--- config.mk ---
export PLATFORM = sky130hd
export DESIGN_NAME = pipelined_shifter
export DESIGN_NICKNAME = d
export VERILOG_FILES = /design/src/rtl/pipelined_shifter.sv
export SDC_FILE = /design/constraint.sdc
export NUM_CORES = 1
export LEC_CHECK = 0
export ABC_AREA = 1
export BUFFER_PORTS_ARGS = -buffer_cell sky130_fd_sc_hd__clkbuf_2
export CAP_MARGIN = 30
export CORE_MARGIN = 4
export CORE_UTILIZATION = 37
export DETAILED_ROUTE_END_ITERATION = 12
export REMOVE_ABC_BUFFERS = 1
export SYNTH_ARGS = -nofsm -noshare
export SYNTH_HDL_FRONTEND = slang
export SYNTH_SLANG_ARGS = --single-unit
--- constraint.sdc ---
create_clock -name clk -period 3.92 [get_ports clk]
set_input_delay 0.784 -clock clk [delete_from_list [all_inputs] [get_ports clk]]
set_output_delay 0.784 -clock clk [all_outputs]
set_load 0.01 [all_outputs]
--- src/rtl/pipelined_shifter.sv ---
// Pipelined barrel shifter (SLL/SRL/SRA/ROR): one register stage per shift-amount bit,
// largest shift first, valid/ready on both sides with collapsing bubbles.
module pipelined_shifter #(
    parameter  int unsigned WIDTH = 16,
    parameter  int unsigned TAG_W = 4,
    localparam int unsigned SHW   = $clog2(WIDTH)
) (
    input  logic             clk,
    input  logic             rst,
    input  logic             in_valid,
    output logic             in_ready,
    input  logic [WIDTH-1:0] in_data,
    input  logic [SHW-1:0]   in_amt,
    input  logic [1:0]       in_mode,
    input  logic [TAG_W-1:0] in_tag,
    output logic             out_valid,
    input  logic             out_ready,
    output logic [WIDTH-1:0] out_data,
    output logic             out_zero,
    output logic [TAG_W-1:0] out_tag
);

    localparam logic [1:0] MODE_SLL = 2'b00;
    localparam logic [1:0] MODE_SRL = 2'b01;
    localparam logic [1:0] MODE_SRA = 2'b10;

    // Stage registers
    logic [SHW-1:0]   valid_q;
    logic [WIDTH-1:0] data_q [SHW];
    logic [SHW-1:0]   amt_q  [SHW];
    logic [1:0]       mode_q [SHW];
    logic [TAG_W-1:0] tag_q  [SHW];
    logic             zero_q;

    // Per-stage register inputs
    logic [SHW-1:0]   adv_c;
    logic [SHW-1:0]   src_valid;
    logic [WIDTH-1:0] src_data [SHW];
    logic [SHW-1:0]   src_amt  [SHW];
    logic [1:0]       src_mode [SHW];
    logic [TAG_W-1:0] src_tag  [SHW];
    logic [WIDTH-1:0] nxt_data [SHW];

    // Shift by the fixed distance owned by one stage.
    function automatic logic [WIDTH-1:0] shift_op(input logic [WIDTH-1:0] d,
                                                  input logic [1:0]       mode,
                                                  input int unsigned      stage);
        int unsigned      k;
        logic [WIDTH-1:0] r;
        k = 1 << (SHW - 1 - stage);
        case (mode)
            MODE_SLL: r = d << k;
            MODE_SRL: r = d >> k;
            MODE_SRA: r = $unsigned($signed(d) >>> k);
            default:  r = (d >> k) | (d << (WIDTH - k));
        endcase
        return r;
    endfunction

    // A stage may load when it is empty or its successor is moving.
    always_comb begin : advance
        adv_c = '0;
        adv_c[SHW-1] = !valid_q[SHW-1] || out_ready;
        for (int s = SHW - 2; s >= 0; s--) begin
            adv_c[s] = !valid_q[s] || adv_c[s+1];
        end
    end

    assign in_ready = adv_c[0] && !rst;

    always_comb begin : stage_inputs
        src_valid    = '0;
        src_valid[0] = in_valid && in_ready;
        src_data[0]  = in_data;
        src_amt[0]   = in_amt;
        src_mode[0]  = in_mode;
        src_tag[0]   = in_tag;
        for (int s = 1; s < SHW; s++) begin
            src_valid[s] = valid_q[s-1];
            src_data[s]  = data_q[s-1];
            src_amt[s]   = amt_q[s-1];
            src_mode[s]  = mode_q[s-1];
            src_tag[s]   = tag_q[s-1];
        end
    end

    always_comb begin : stage_shift
        for (int s = 0; s < SHW; s++) begin
            nxt_data[s] = src_amt[s][SHW-1-s] ? shift_op(src_data[s], src_mode[s], s)
                                              : src_data[s];
        end
    end

    always_ff @(posedge clk or posedge rst) begin
        if (rst) begin
            valid_q <= '0;
            zero_q  <= 1'b0;
            for (int s = 0; s < SHW; s++) begin
                data_q[s] <= '0;
                amt_q[s]  <= '0;
                mode_q[s] <= '0;
                tag_q[s]  <= '0;
            end
        end else begin
            for (int s = 0; s < SHW; s++) begin
                if (adv_c[s]) begin
                    valid_q[s] <= src_valid[s];
                    data_q[s]  <= nxt_data[s];
                    amt_q[s]   <= src_amt[s];
                    mode_q[s]  <= src_mode[s];
                    tag_q[s]   <= src_tag[s];
                end
            end
            // Zero flag travels with the final stage load and is low on bubbles.
            if (adv_c[SHW-1]) begin
                zero_q <= src_valid[SHW-1] && (nxt_data[SHW-1] == '0);
            end
        end
    end

    // The last stage's amount and mode are carried but have no consumer.
    logic unused_tail;
    assign unused_tail = ^{amt_q[SHW-1], mode_q[SHW-1]};

    assign out_valid = valid_q[SHW-1];
    assign out_data  = data_q[SHW-1];
    assign out_tag   = tag_q[SHW-1];
    assign out_zero  = zero_q;

endmodule

==> results.yml <==
run:
  max_cap_viol_count: 0
die:
  dieArea_um2: 15500
  die-height_um: 125
  start_util: 0.378
  core_area_um2: 13300
  die_w_um: 125
  rows: 42
  io_pins: 53
global_route:
  met2_usage: 0.226
  grt_pass1_wl_mm: 18.7
  grt_pass1_vias: 3996
  grt_antenna_before_repair: 0
  grt_overflow_total: 0
  grtUsageTotal: 0.140
  gr-max-usage-layer: "met2"
  grt_max_degree: 74
  grt_use_met3: 0.0390
  grt_use_met1: 0.190
critical_path:
  crit_start: "out_ready"
  cp.depth: 8
  cp-end-kind: "output port"
  worstReg2RegStart: "valid_q[3]"
  reg2regPathDepth: 7
  rrSetupSlack_ns: 1.87
  cpPeakStageDelay_ns: 0.34
  path_cells: "clkbuf_2 -> inv_1 -> nand2_1 -> nor2_4 -> nand2_4 -> nor2_8 -> nor2_1 -> clkbuf_2"
  cp.arrival_ns: 2.16
  cp-endpoint: "in_ready"
  crit_top_cell: "clkbuf_2"
  crit_buf_inv: 3
  crit_family: "simple AND/OR/NAND/NOR gates"
  cp_slowest_cell: "nand2_4"
  critPathKind: "input pin to output port"
  r2r-end: "data_q[50]"
  crit_required_ns: 3.14
  startpoint_type: "input pin"
  path_max_fanout: 50
clocking:
  clk_latency_ns: 0.34
  root_buffer: "clkbuf_16"
  cts_resized: 0
  path_clk_slew_ns: 0.06
  cts_tree: "yes"
  cts.sinks: 97
  cts_buffers: 9
  clock_path_buffers: 2
  post-cts-setup-buffers: 0
  holdBufCountCts: 0
  htree_levels: 3
sta:
  rsz0062_at_grt: "no"
  period_share: 0.751
  fin_tns_setup_ns: 0
  relSlewSlack: 0.410
  min_period_ns: 2.95
  worst_pin_slew_ns: 0.885
  setup_viol: 0
  maxSlewViolCount: 0
  hold_viol: 0
  max_freq_mhz: 340
  clock_skew_ns: 0.00806
finish:
  layout_common_cells: "nand2_1 (157), dfrtp_1 (97), inv_1 (81), o21ai_0 (66), nor2_1 (59)"
  final_common_cell: "nand2_1"
  final_nets: 698
  syn_to_final_growth_pct: 9.55
  fin_area_um2: 5510
  drive_above_1_share: 0.132
  antenna_cells: 0
placed_design:
  port_buffers: 52
  routabilityCongestion: 0.834
  dp_hpwl_mm: 7.76
  post_dp_cell_area_um2: 5250
synthesis:
  yosys_warnings: 0
  synth_cells: 649
  netlist_area_um2: 5030
  syn-mean-instance-area_um2: 7.75
  synth_seq_cells: 97
  synth.distinct_cells: 29
  ys_seq_area_frac: 0.483
outcome:
  status: "complete, no violations"
power_and_ir_drop:
  p_per_area_nw_per_um2: 481
  p_leak_uw: 0.00283
  ir_worst_vdd_mv: 0.222
worst_hold_path:
  hp-class: "flop to flop"
drt:
  dr.first_iter.drc_count: 426
  wirelength_mm: 10.4
  dr.pass1.iters: 4
  viasPerCell: 4.77
  detail-route-antenna-nets: 0
  drcViolationCount: 0
  vias: 4041
  post_drt_wl_per_cell_um: 12.3
-- layout make-up --
cell class | instances | area [um^2]
fill | 1335 | 7780
clock buffer | 11 | 243
sequential | 97 | 2430
timing repair buffer | 54 | 275
tap | 176 | 220
clock inverter | 4 | 20.0
multi-input combinational | 419 | 2000
inverter | 87 | 329
-- sequential cells by signal (all words and copies together) (netlist names) --
register / flops
data_q: 48
out_data: 16
src_tag: 12
amt_q: 6
mode_q: 6
out_tag: 4
valid_q: 4
out_zero: 1
-- worst min-delay path by stage --
stage	endpoint	cells past startpoint	slack, ns	startpoint
floorplan	amt_q[13]	2	0.45	amt_q[13]
global placement	out_tag[2]	2	0.46	out_tag[2]
detailed placement	out_tag[1]	2	0.46	out_tag[1]
CTS	out_tag[1]	2	0.48	out_tag[1]
global route	out_tag[2]	2	0.51	src_tag[2]
finish	out_tag[1]	2	0.47	out_tag[1]
-- metrics by stage --
stage          cells   util  hold WS, ns  total power [uW]  setup slack, ns
6_report         848  0.414        0.473              2650            0.975
5_1_grt          848  0.414        0.506              2840            0.748
4_1_cts          848  0.414        0.476              2690            0.973
3_5_place_dp     833  0.395        0.460              1890            0.970
3_3_place_gp     833  0.395        0.456              1880            0.998
2_1_floorplan    603      -        0.449              1690            0.584
-- synthesized netlist by cell type --
cell | number | share of area
o21ai_1 | 15 | 0.015
o221ai_1 | 4 | 0.0070
nor2_4 | 2 | 0.0045
inv_2 | 4 | 0.0030
xor2_1 | 1 | 0.0017
dfrtp_1 | 97 | 0.48
or2_2 | 1 | 0.0012
clkbuf_1 | 11 | 0.0082
o21ai_0 | 66 | 0.066
buf_2 | 10 | 0.010
a21oi_1 | 33 | 0.033
nor2_1 | 59 | 0.044
nand2_1 | 157 | 0.12
buf_4 | 17 | 0.025
o211ai_1 | 2 | 0.0030
buf_12 | 1 | 0.0040
nand2_2 | 1 | 0.0012
nor2_8 | 1 | 0.0040
clkinv_1 | 1 | 0.00075
a31oi_1 | 38 | 0.047
nand3_1 | 15 | 0.015
nand3_2 | 7 | 0.014
o31ai_1 | 1 | 0.0015
inv_1 | 82 | 0.061
buf_6 | 2 | 0.0045
nand2_4 | 2 | 0.0045
o22ai_1 | 12 | 0.015
buf_1 | 5 | 0.0037
nor2_2 | 2 | 0.0025
-- logic make-up (layout without fill, tap and decap cells) --
kind of cell,count (synthesis),count (layout),share of synthesized area
buf+inv,133,156,0.121
xor+xnor,1,1,0.00174
flops,97,97,0.483
compound gates,171,171,0.187
simple gates,247,247,0.208
-- per-layer routing --
metal,part of all wire,vias up
li1,-,2137
met1,0.49,1808
met2,0.45,85
met3,0.050,11
met4,0.011,0
met5,0,-
-- power breakdown --
part / switching [uW] / total [uW] / leakage (uW) / internal, uW
Combinational: 369 / 586 / 0.00154 / 217
Sequential: 123 / 1280 / 0.00115 / 1160
Clock: 342 / 781 / 0.000135 / 439
-- worst min-delay path, delay by kind of cell, from the launching register on --
family           cells  cell delay [ns]
DFF                  1             0.35
and+or+nand+nor      2             0.09
(Power assumes the default switching activity.)
